===== config.mk =====
export PLATFORM = sky130hd
export DESIGN_NAME = interrupt_sequencer_flat
export DESIGN_NICKNAME = d
export VERILOG_FILES = /design/src/rtl/intseq_pkg.sv /design/src/rtl/interrupt_sequencer_if.sv /design/src/rtl/intseq_arbiter.sv /design/src/rtl/interrupt_sequencer.sv /design/src/flat_wrapper.sv
export SDC_FILE = /design/constraint.sdc
export NUM_CORES = 1
export LEC_CHECK = 0
export CELL_PAD_IN_SITES_DETAIL_PLACEMENT = 1
export CELL_PAD_IN_SITES_GLOBAL_PLACEMENT = 1
export CORE_MARGIN = 2
export CORE_UTILIZATION = 40
export DETAILED_ROUTE_END_ITERATION = 7
export MAX_ROUTING_LAYER = met4
export PLACE_DENSITY_LB_ADDON = 0.1
export SYNTH_ARGS = -nofsm -noshare
export SYNTH_HDL_FRONTEND = slang
export SYNTH_SLANG_ARGS = --single-unit

===== constraint.sdc =====
create_clock -name fclk -period 7.6 [get_ports fclk]
set_input_delay 1.14 -clock fclk [delete_from_list [all_inputs] [get_ports fclk]]
set_output_delay 1.14 -clock fclk [all_outputs]
set_load 0.005 [all_outputs]

===== src/rtl/intseq_pkg.sv =====
// Shared types for the interrupt sequencer: state codes, interrupt kinds,
// default vectors and the per-state control decode.
package intseq_pkg;

   localparam logic [2:0] ST_IDLE   = 3'd0;
   localparam logic [2:0] ST_RST    = 3'd1;
   localparam logic [2:0] ST_PUSH_H = 3'd2;
   localparam logic [2:0] ST_PUSH_L = 3'd3;
   localparam logic [2:0] ST_PUSH_P = 3'd4;
   localparam logic [2:0] ST_VEC_LO = 3'd5;
   localparam logic [2:0] ST_VEC_HI = 3'd6;

   typedef enum logic [1:0] {K_RESET, K_NMI, K_BRK, K_IRQ} kind_e;

   localparam logic [15:0] DEF_VEC_NMI      = 16'hFFFA;
   localparam logic [15:0] DEF_VEC_RES      = 16'hFFFC;
   localparam logic [15:0] DEF_VEC_IRQ      = 16'hFFFE;
   localparam logic [15:0] DEF_IRQ_VEC_BASE = 16'hFFE0;

   typedef struct packed {
      logic        seq_active;
      logic        push_pch;
      logic        push_pcl;
      logic        push_psr;
      logic        vec_fetch_lo;
      logic        vec_fetch_hi;
      logic        sp_decrement;
      logic        b_flag_out;
      logic        set_i;
      logic        clear_d;
      logic        rwb;
      logic        vpb;
      logic [15:0] vector_addr;
   } ctl_t;

   function automatic logic is_push(logic [2:0] st);
      return (st == ST_PUSH_H) || (st == ST_PUSH_L) || (st == ST_PUSH_P);
   endfunction

   // Reset sequences walk the push states as dummy reads: SP still moves.
   function automatic ctl_t decode_ctl(logic [2:0] st, kind_e k, logic [15:0] vec);
      ctl_t c;
      logic wr;
      wr             = is_push(st) && (k != K_RESET);
      c.seq_active   = (st != ST_IDLE);
      c.push_pch     = (st == ST_PUSH_H) && wr;
      c.push_pcl     = (st == ST_PUSH_L) && wr;
      c.push_psr     = (st == ST_PUSH_P) && wr;
      c.vec_fetch_lo = (st == ST_VEC_LO);
      c.vec_fetch_hi = (st == ST_VEC_HI);
      c.sp_decrement = is_push(st);
      c.b_flag_out   = (st == ST_PUSH_P) && (k == K_BRK);
      c.set_i        = (st == ST_VEC_LO);
      c.clear_d      = (st == ST_VEC_LO);
      c.rwb          = !wr;
      c.vpb          = !((st == ST_VEC_LO) || (st == ST_VEC_HI));
      c.vector_addr  = (st == ST_VEC_HI) ? vec + 16'd1 : vec;
      return c;
   endfunction

endpackage


===== src/rtl/interrupt_sequencer_if.sv =====
// Pin-side requests and control strobes of the interrupt sequencer.
// slave = the sequencer, master = whoever drives the pins / consumes strobes.
interface interrupt_sequencer_if #(parameter int NUM_IRQ = 4);
   logic               rdy;
   logic               nmib;
   logic [NUM_IRQ-1:0] irqb_vec;
   logic               i_flag;
   logic               brk_req;
   logic               insn_boundary;

   logic               seq_active;
   logic [2:0]         seq_step;
   logic               push_pch, push_pcl, push_psr;
   logic               vec_fetch_lo, vec_fetch_hi;
   logic [15:0]        vector_addr;
   logic               sp_decrement;
   logic               b_flag_out;
   logic               set_i, clear_d;
   logic               rwb;
   logic               vpb;
   logic [2:0]         src_id;
   logic               nmi_pending;

   modport slave (
      input  rdy, nmib, irqb_vec, i_flag, brk_req, insn_boundary,
      output seq_active, seq_step, push_pch, push_pcl, push_psr,
             vec_fetch_lo, vec_fetch_hi, vector_addr, sp_decrement,
             b_flag_out, set_i, clear_d, rwb, vpb, src_id, nmi_pending
   );

   modport master (
      output rdy, nmib, irqb_vec, i_flag, brk_req, insn_boundary,
      input  seq_active, seq_step, push_pch, push_pcl, push_psr,
             vec_fetch_lo, vec_fetch_hi, vector_addr, sp_decrement,
             b_flag_out, set_i, clear_d, rwb, vpb, src_id, nmi_pending
   );
endinterface


===== src/rtl/intseq_arbiter.sv =====
// NMI edge capture plus NMI > BRK > IRQ priority select.
// INTERRUPT_SEQUENCER_IRQ_VECTORED_EN gives each IRQ source its own vector.
module intseq_arbiter
   import intseq_pkg::*;
#(
   parameter int          NUM_IRQ      = 4,
   parameter logic [15:0] VEC_NMI      = DEF_VEC_NMI,
   parameter logic [15:0] VEC_IRQ      = DEF_VEC_IRQ,
   parameter logic [15:0] IRQ_VEC_BASE = DEF_IRQ_VEC_BASE
) (
   input  logic               fclk,
   input  logic               resb,
   input  logic               nmib_i,
   input  logic [NUM_IRQ-1:0] irqb_vec_i,
   input  logic               i_flag_i,
   input  logic               brk_req_i,
   input  logic               accept_i,
   output logic               take_o,
   output kind_e              kind_o,
   output logic [2:0]         src_id_o,
   output logic [15:0]        vec_o,
   output logic               nmi_pending_o
);

   logic               nmib_sync_q;
   logic               nmi_pending_q, nmi_pending_d;
   logic [NUM_IRQ-1:0] irq_act;
   logic [2:0]         irq_src;
   logic [15:0]        irq_vec;

   // A new edge on the accepting edge wins over the clear.
   assign nmi_pending_d = (nmib_sync_q & ~nmib_i) | (nmi_pending_q & ~accept_i);

   always_ff @(posedge fclk or negedge resb) begin
      if (!resb) begin
         nmib_sync_q   <= 1'b1;
         nmi_pending_q <= 1'b0;
      end else begin
         nmib_sync_q   <= nmib_i;
         nmi_pending_q <= nmi_pending_d;
      end
   end

   always_comb begin
      irq_act = ~irqb_vec_i & {NUM_IRQ{~i_flag_i}};
      irq_src = '0;
      for (int i = NUM_IRQ - 1; i >= 0; i--)
         if (irq_act[i]) irq_src = 3'(i);
   end

`ifdef INTERRUPT_SEQUENCER_IRQ_VECTORED_EN
   assign irq_vec = IRQ_VEC_BASE + {12'd0, irq_src, 1'b0};
`else
   logic unused_vec_base;
   assign unused_vec_base = ^IRQ_VEC_BASE;
   assign irq_vec         = VEC_IRQ;
`endif

   always_comb begin
      take_o   = nmi_pending_q | brk_req_i | (|irq_act);
      kind_o   = K_IRQ;
      src_id_o = irq_src;
      vec_o    = irq_vec;
      if (nmi_pending_q) begin
         kind_o   = K_NMI;
         src_id_o = '0;
         vec_o    = VEC_NMI;
      end else if (brk_req_i) begin
         kind_o   = K_BRK;
         src_id_o = '0;
         vec_o    = VEC_IRQ;
      end
   end

   assign nmi_pending_o = nmi_pending_q;

endmodule


===== src/rtl/interrupt_sequencer.sv =====
// Interrupt sequencer top: accepts at instruction boundaries, then runs the
// 5-cycle push/vector sequence with registered strobes.
module interrupt_sequencer
   import intseq_pkg::*;
#(
   parameter int          NUM_IRQ      = 4,
   parameter logic [15:0] VEC_NMI      = DEF_VEC_NMI,
   parameter logic [15:0] VEC_RES      = DEF_VEC_RES,
   parameter logic [15:0] VEC_IRQ      = DEF_VEC_IRQ,
   parameter logic [15:0] IRQ_VEC_BASE = DEF_IRQ_VEC_BASE
) (
   input  logic                  fclk,
   input  logic                  resb,
   interrupt_sequencer_if.slave  bus
);

   logic [2:0]  state_q, state_d;
   kind_e       kind_q, kind_d;
   logic [2:0]  src_q, src_d;
   logic [15:0] vec_q, vec_d;
   ctl_t        ctl_q;

   logic        accept;
   logic        take;
   kind_e       arb_kind;
   logic [2:0]  arb_src;
   logic [15:0] arb_vec;
   logic        nmi_pending;

   assign accept = (state_q == ST_IDLE) & bus.insn_boundary & bus.rdy;

   intseq_arbiter #(
      .NUM_IRQ      (NUM_IRQ),
      .VEC_NMI      (VEC_NMI),
      .VEC_IRQ      (VEC_IRQ),
      .IRQ_VEC_BASE (IRQ_VEC_BASE)
   ) u_arb (
      .fclk          (fclk),
      .resb          (resb),
      .nmib_i        (bus.nmib),
      .irqb_vec_i    (bus.irqb_vec),
      .i_flag_i      (bus.i_flag),
      .brk_req_i     (bus.brk_req),
      .accept_i      (accept),
      .take_o        (take),
      .kind_o        (arb_kind),
      .src_id_o      (arb_src),
      .vec_o         (arb_vec),
      .nmi_pending_o (nmi_pending)
   );

   always_comb begin
      state_d = state_q;
      kind_d  = kind_q;
      src_d   = src_q;
      vec_d   = vec_q;
      if (bus.rdy) begin
         case (state_q)
            ST_IDLE: if (bus.insn_boundary && take) begin
               state_d = ST_PUSH_H;
               kind_d  = arb_kind;
               src_d   = arb_src;
               vec_d   = arb_vec;
            end
            ST_RST: begin
               state_d = ST_PUSH_H;
               kind_d  = K_RESET;
               src_d   = '0;
               vec_d   = VEC_RES;
            end
            ST_PUSH_H: state_d = ST_PUSH_L;
            ST_PUSH_L: state_d = ST_PUSH_P;
            ST_PUSH_P: state_d = ST_VEC_LO;
            ST_VEC_LO: state_d = ST_VEC_HI;
            default:   state_d = ST_IDLE;
         endcase
      end
   end

   // Strobes are decoded from the next state so they are flop outputs.
   always_ff @(posedge fclk or negedge resb) begin
      if (!resb) begin
         state_q <= ST_RST;
         kind_q  <= K_RESET;
         src_q   <= '0;
         vec_q   <= VEC_RES;
         ctl_q   <= decode_ctl(ST_RST, K_RESET, VEC_RES);
      end else begin
         state_q <= state_d;
         kind_q  <= kind_d;
         src_q   <= src_d;
         vec_q   <= vec_d;
         ctl_q   <= decode_ctl(state_d, kind_d, vec_d);
      end
   end

   assign bus.seq_active   = ctl_q.seq_active;
   assign bus.seq_step     = state_q;
   assign bus.push_pch     = ctl_q.push_pch;
   assign bus.push_pcl     = ctl_q.push_pcl;
   assign bus.push_psr     = ctl_q.push_psr;
   assign bus.vec_fetch_lo = ctl_q.vec_fetch_lo;
   assign bus.vec_fetch_hi = ctl_q.vec_fetch_hi;
   assign bus.vector_addr  = ctl_q.vector_addr;
   assign bus.sp_decrement = ctl_q.sp_decrement;
   assign bus.b_flag_out   = ctl_q.b_flag_out;
   assign bus.set_i        = ctl_q.set_i;
   assign bus.clear_d      = ctl_q.clear_d;
   assign bus.rwb          = ctl_q.rwb;
   assign bus.vpb          = ctl_q.vpb;
   assign bus.src_id       = src_q;
   assign bus.nmi_pending  = nmi_pending;

endmodule


===== src/flat_wrapper.sv =====
// flat-port wrapper written by rule: the top's interface ports become plain ports
module interrupt_sequencer_flat import intseq_pkg::*;
#(
   parameter int          NUM_IRQ      = 4,
   parameter logic [15:0] VEC_NMI      = DEF_VEC_NMI,
   parameter logic [15:0] VEC_RES      = DEF_VEC_RES,
   parameter logic [15:0] VEC_IRQ      = DEF_VEC_IRQ,
   parameter logic [15:0] IRQ_VEC_BASE = DEF_IRQ_VEC_BASE
)
  (fclk, resb, bus_rdy, bus_nmib, bus_irqb_vec, bus_i_flag, bus_brk_req, bus_insn_boundary, bus_seq_active, bus_seq_step, bus_push_pch, bus_push_pcl, bus_push_psr, bus_vec_fetch_lo, bus_vec_fetch_hi, bus_vector_addr, bus_sp_decrement, bus_b_flag_out, bus_set_i, bus_clear_d, bus_rwb, bus_vpb, bus_src_id, bus_nmi_pending);
  interrupt_sequencer_if #(.NUM_IRQ(NUM_IRQ)) bus_i ();
  input  logic fclk;
  input  logic resb;
  input wire logic [$bits(bus_i.rdy)-1:0] bus_rdy;
  input wire logic [$bits(bus_i.nmib)-1:0] bus_nmib;
  input wire logic [$bits(bus_i.irqb_vec)-1:0] bus_irqb_vec;
  input wire logic [$bits(bus_i.i_flag)-1:0] bus_i_flag;
  input wire logic [$bits(bus_i.brk_req)-1:0] bus_brk_req;
  input wire logic [$bits(bus_i.insn_boundary)-1:0] bus_insn_boundary;
  output wire logic [$bits(bus_i.seq_active)-1:0] bus_seq_active;
  output wire logic [$bits(bus_i.seq_step)-1:0] bus_seq_step;
  output wire logic [$bits(bus_i.push_pch)-1:0] bus_push_pch;
  output wire logic [$bits(bus_i.push_pcl)-1:0] bus_push_pcl;
  output wire logic [$bits(bus_i.push_psr)-1:0] bus_push_psr;
  output wire logic [$bits(bus_i.vec_fetch_lo)-1:0] bus_vec_fetch_lo;
  output wire logic [$bits(bus_i.vec_fetch_hi)-1:0] bus_vec_fetch_hi;
  output wire logic [$bits(bus_i.vector_addr)-1:0] bus_vector_addr;
  output wire logic [$bits(bus_i.sp_decrement)-1:0] bus_sp_decrement;
  output wire logic [$bits(bus_i.b_flag_out)-1:0] bus_b_flag_out;
  output wire logic [$bits(bus_i.set_i)-1:0] bus_set_i;
  output wire logic [$bits(bus_i.clear_d)-1:0] bus_clear_d;
  output wire logic [$bits(bus_i.rwb)-1:0] bus_rwb;
  output wire logic [$bits(bus_i.vpb)-1:0] bus_vpb;
  output wire logic [$bits(bus_i.src_id)-1:0] bus_src_id;
  output wire logic [$bits(bus_i.nmi_pending)-1:0] bus_nmi_pending;
  assign bus_i.rdy = bus_rdy;
  assign bus_i.nmib = bus_nmib;
  assign bus_i.irqb_vec = bus_irqb_vec;
  assign bus_i.i_flag = bus_i_flag;
  assign bus_i.brk_req = bus_brk_req;
  assign bus_i.insn_boundary = bus_insn_boundary;
  assign bus_seq_active = bus_i.seq_active;
  assign bus_seq_step = bus_i.seq_step;
  assign bus_push_pch = bus_i.push_pch;
  assign bus_push_pcl = bus_i.push_pcl;
  assign bus_push_psr = bus_i.push_psr;
  assign bus_vec_fetch_lo = bus_i.vec_fetch_lo;
  assign bus_vec_fetch_hi = bus_i.vec_fetch_hi;
  assign bus_vector_addr = bus_i.vector_addr;
  assign bus_sp_decrement = bus_i.sp_decrement;
  assign bus_b_flag_out = bus_i.b_flag_out;
  assign bus_set_i = bus_i.set_i;
  assign bus_clear_d = bus_i.clear_d;
  assign bus_rwb = bus_i.rwb;
  assign bus_vpb = bus_i.vpb;
  assign bus_src_id = bus_i.src_id;
  assign bus_nmi_pending = bus_i.nmi_pending;
  interrupt_sequencer #(.NUM_IRQ(NUM_IRQ), .VEC_NMI(VEC_NMI), .VEC_RES(VEC_RES), .VEC_IRQ(VEC_IRQ), .IRQ_VEC_BASE(IRQ_VEC_BASE)) u_core (.fclk(fclk), .resb(resb), .bus(bus_i));
endmodule

Word-level counts from Yosys, hierarchy flattened
Index checks and enable logic that the tools add are counted.
Storage, ports and cells
  flip-flop bits (word level): 52
  logic and storage cells: 80
Cells by class
  add/subtract/negate cells: 1
  equality and inequality tests: 12
  muxes and demuxes: 21
  bitwise gates (word level): 12
  reduce and logical (&&, ||, !) cells: 17
Operators with widths (number)
  16-bit two-way mux: 3
  16-bit one-hot mux with 2 select lines: 1
  3-bit two-way mux: 9
  3-bit one-hot mux with 6 select lines: 1
  16-bit by 1-bit adder with 16-bit output, second input constant: 1
  3-bit equality test, second input constant: 5
  3-bit by 2-bit equality test with 1-bit output, second input constant: 4
  2-bit two-way mux: 4
  1-bit logical AND: 6
  3-bit one-hot mux with 2 select lines: 1
  1-bit AND: 4
  4-bit AND: 1
  4-bit NOT: 1
  2-bit one-hot mux with 2 select lines: 1
  2-bit nonzero test: 2
  4-bit OR reduction: 1
  3-bit by 1-bit equality test with 1-bit output, second input constant: 1
  3-bit zero test: 1
  1-bit logical OR: 3
  1-bit NOT: 3
  1-bit bitwise OR: 3
  3-bit AND reduction: 1
  3-bit nonzero test: 1
  2-bit equality test, second input constant: 1
  3 further kinds: 4

Longest topological paths before layout
  depth in word-level cells: 13
  depth in mapped cells: 10
  depth with buffers taken out: 8

By module
Synthesis repeated with hierarchy kept, for this count alone.
Second synthesis, totals
  cells, all modules: 249
  area, all modules: 2623.8 µm²
Modules (own cells, without submodules)
  interrupt_sequencer: instances 1, cells an instance 217, area each 2372.3 µm², seq. area each 1291.2 µm²
  intseq_arbiter: instances 1, cells an instance 32, area each 251.5 µm², seq. area each 51.3 µm²

Least setup slack after synthesis
No wires, ideal clock.
  path type: in2reg
  start: input bus_irqb_vec[3]
  end: register u_core.ctl_q, in the netlist u_core.bus.vector_addr[12]
  arrival time: 3.092 ns
  required time: 7.517 ns
  slack: 4.424 ns
  cell stages on the path: 10
  path buffers: 2
  cell sequence: a31oi_1 o41a_1 a21oi_2 clkbuf_2 and2_2 ha_1 o311a_1 buf_6 o21ai_1 a221o_1
Between the ends
  word-level cells in the longest chain between the ends: 10
  elaborated cells between the ends (all ways): 14
  those cells by class: 1 x add/sub; 1 x eq/ne; 7 x mux; 3 x bitwise; 2 x reduce/logical
Ends and longest elaborated chain
  start: declaration: line flat_wrapper.sv:16  | input wire logic [$bits(bus_i.irqb_vec)-1:0] bus_irqb_vec;
  4-bit NOT: line intseq_arbiter.sv:45  | irq_act = ~irqb_vec_i & {NUM_IRQ{~i_flag_i}};
  4-bit AND: line intseq_arbiter.sv:45
  4-bit OR reduction: line intseq_arbiter.sv:60  | take_o = nmi_pending_q | brk_req_i | (|irq_act);
  1-bit bitwise OR: line intseq_arbiter.sv:60
  1-bit logical AND: line interrupt_sequencer.sv:59  | ST_IDLE: if (bus.insn_boundary && take) begin
  16-bit two-way mux: line interrupt_sequencer.sv:59
  16-bit one-hot mux with 2 select lines: line interrupt_sequencer.sv:58  | case (state_q)
  16-bit two-way mux: line interrupt_sequencer.sv:57  | if (bus.rdy) begin
  via u_core.vec_d[0]: line interrupt_sequencer.sv:20  | logic [15:0] vec_q, vec_d;
  16-bit by 1-bit adder with 16-bit output: line intseq_pkg.sv:57  | c.vector_addr = (st == ST_VEC_HI) ? vec + 16'd1 : vec;
  16-bit two-way mux: line intseq_pkg.sv:57
  end signal: assignment: line interrupt_sequencer.sv:87  | ctl_q <= decode_ctl(ST_RST, K_RESET, VEC_RES);
  end signal: assignment: line interrupt_sequencer.sv:93  | ctl_q <= decode_ctl(state_d, kind_d, vec_d);
  end: declaration: line interrupt_sequencer.sv:21  | ctl_t ctl_q;
The timed path passes the listed nets, and every way through them passes these cells.
A chain may end at the register's enable or synchronous reset.

Worst setup path in the final report
  start: input bus_irqb_vec[2]
  end: register u_core.ctl_q, in the netlist u_core.bus.vector_addr[12]
Same word-level chain as after synthesis.

==> results.cfg <==
[grt]
grt_antenna_before_repair = 0
grt_pass1_vias = 1788
top_usage_layer = met2
overflow = 0
grt_usage_pct = 17.9
grt.met3_usage_pct = 4.04
grt_max_degree = 52
grtUsageMet2_pct = 28.6
grtUsageMet1_pct = 23.1
grt_pass1_wl_mm = 8.65

[pwr]
vdd_ir_drop_max_v = 0.000175
power_density_mw_per_mm2 = 295
leakagePower_uw = 0.00120

[outcome]
status = finished, final reports clean

[synth]
synth_nets = 229
ys_types = 50
ys_seq_area_share_pct = 56.8
yosys_register_bits = 51
synth_edf_count = 0
synth_xor_area_share_pct = 2.27
synthCells = 217
synthMuxAreaShare_pct = 1.94
synth_area_leaders = dfstp_2, dfrtp_1, nand2_1, nand2b_1, o21ai_0
yosysTopAreaCellShare_pct = 37.4
netlist.top_cell.by_area = dfstp_2
synth_top_family_by_area = simple AND/OR/NAND/NOR gates
synth_compound_area_share_pct = 12.6
async_flop_share_pct = 100
synthSimpleGateAreaFrac_pct = 21.5
synth_flop_cell = dfstp_2
yosys_warnings = 0
synth_area_sq_mm = 0.00232
synthAdderAreaFrac_pct = 0.540
syn_avg_cell_area_sq_um = 10.7

[critical_path]
criticalPathCategory = in -> reg
path_cells = clkdlybuf4s50_1, a31oi_1, o41a_1, a21oi_2, and2_2, ha_1, o311a_1, o21ai_1, a221o_1
cp.required_ns = 7.83
slowest_delay_ns = 0.75
worst_setup_path_start_kind = input port
crit_slowest_cell = a21oi_2
cp_max_fo = 22
arrival_ns = 4.35
critPathCaptureType = register

[routing]
via_per_inst = 5.14
firstDrtPassIters = 4
drc_errors = 0
drt_iter0_drc = 114
wirelength_mm = 4.98
ant_nets = 0
wl_per_cell_um = 15.1
vias = 1692

[timing]
slew_viol_final = 0
min_period_over_period_pct = 54.3
slew_headroom_pct = 37.8
fin_hold_ws_ns = 0.487
hold_violations = 0
setup_tns_ns = 0
worstMarginPinSlew_ns = 0.932
fin_crit_ns = 4.13
clock.fmax_ghz = 0.242
fin_worst_skew_ns = 0.00952
setup_viol = 0
rsz0062_at_grt = no

[die]
die_area_sq_mm = 0.00642
fp.coreArea_sq_mm = 0.00554
die_y_um = 80.1
fp.dieW_um = 80.1
io_pins = 46
rows = 27
start_util_pct = 41.8

[cts]
cts_setup_buffers = 0
cts_tree = built
cts.sinks = 51
insertion_delay_ns = 0.30
cts.hold.buffers_added = 0
path_clk_slew_ns = 0.08
htreeDepth = 2
post_cts_resized = 0
clk_path_buf_depth = 2
cts-root-buf = clkbuf_8
cts-buffers-inserted = 5

[final_layout]
n_fill_cell = 626
syn2layout_area_growth_pct = 23.7
finalNonFillerCells = 329
diodes = 0
layout-drive-gt1-share_pct = 20.6
finalNetCount = 268

[placement]
place.gp.congestion = 0.791
dp_hpwl_mm = 3.55
portBuffers = 44
placed_cells = 321

[worst_hold_path]
hp-class = reg -> reg

[job]
max-cap-violations = 0
## flip-flops by register name, summed over array words and instances, names as in the netlist, 2 cells and up
register                flops
u_core.bus.seq_step         3
u_core.bus.src_id           2
u_core.bus.vector_addr     16
u_core.kind_q               2
u_core.vec_q               16
## worst max-delay path: cells and delay by family
family                     cells  cell delay (ns)
and+or+nand+nor                1             0.31
buffers and inverters          1             0.50
adders and majority gates      1             0.19
AOI/OAI and AO/OA              6             2.21
## layer usage
| metal | wire (um) | up-vias |
|---|---|---|
| met2 | 2480 | 30 |
| met4 | 25 | 0 |
| met5 | 0 | - |
| met3 | 183 | 2 |
| li1 | - | 833 |
| met1 | 2290 | 827 |
## cell usage after synthesis (all sizes together) (2+ instances only)
cell type	n
dfstp	33
nand2	26
dfrtp	18
o21ai	15
nor2	13
nand2b	12
nand3	9
nor3	9
buf	8
inv	6
a21oi	5
clkbuf	5
and3	4
mux2	4
or3	4
xor2	4
a31oi	3
and2	3
nor3b	3
a211o	2
a21o	2
a22oi	2
a311oi	2
a41oi	2
nand4	2
nor2b	2
nor4	2
nor4b	2
o21a	2
xnor2	2
## worst paths after layout
path	cells after the start	from	end	slack (ns)
setup / recovery	9	bus_irqb_vec[2]	u_core.bus.vector_addr[12]$_DFF_PN1_	3.47
hold / removal	2	u_core.bus.src_id[1]$_DFFE_PN0P_	u_core.bus.src_id[1]$_DFFE_PN0P_	0.49
setup reg to reg	8	u_core.bus.seq_step[2]$_DFF_PN0_	u_core.bus.vector_addr[12]$_DFF_PN1_	4.27
hold reg to reg	2	u_core.bus.src_id[1]$_DFFE_PN0P_	u_core.bus.src_id[1]$_DFFE_PN0P_	0.49
max in group asynchronous	2	resb	u_core.u_arb.nmi_pending_o$_DFF_PN0_	6.24
min in group asynchronous	2	resb	u_core.bus.vector_addr[0]$_DFF_PN0_	0.95
## layout make-up
type	instances	area, sq um	area share (%)
timing repair buffer	45	443	15.4
tap	72	90.1	3.14
sequential	51	1320	45.9
clock buffer	7	86.3	3.01
inverter	6	22.5	0.785
multi-input combinational	147	905	31.5
clock inverter	1	5.00	0.174
## cell usage in the layout, fill, tap and decap left out, types with 9 or more instances in the layout
master / synthesis / routed
nor2_1: 12 / 12
nand2_1: 26 / 26
dfrtp_1: 18 / 18
nand3_1: 9 / 9
nor3_1: 9 / 9
o21ai_0: 13 / 13
clkdlybuf4s50_1: 0 / 43
dfstp_2: 33 / 33
nand2b_1: 12 / 12
## per-stage QoR
| stage | cell area (sq um) | utilization (%) | setup WS [ns] | power (uW) |
|---|---|---|---|---|
| after global placement | 2780 | 50.1 | 3.18 | 696 |
| after detailed placement | 2780 | 50.1 | 3.12 | 700 |
| after CTS | 2870 | 51.8 | 3.45 | 864 |
| final | 2870 | 51.8 | 3.47 | 847 |
| after global routing | 2870 | 51.8 | 3.16 | 916 |
| after floorplan | 2320 | - | 4.42 | 563 |
## where the power goes
group / total, uW / internal, uW / leakage (uW) / switching, uW
logic: 283 / 147 / 0.000571 / 137
clock network: 157 / 73.6 / 0.0000482 / 83.3
registers: 406 / 345 / 0.000577 / 61.7
## logic make-up after synthesis
| kind of cell | count (synthesis) |
|---|---|
| muxes | 4 |
| AOI/OAI and AO/OA | 42 |
| DFF | 51 |
| adders and majority gates | 1 |
| other | 1 |
| and+or+nand+nor | 93 |
| buffers and inverters | 19 |
| xor gates and xnor gates | 6 |
Power figures use the tool's default switching activity.
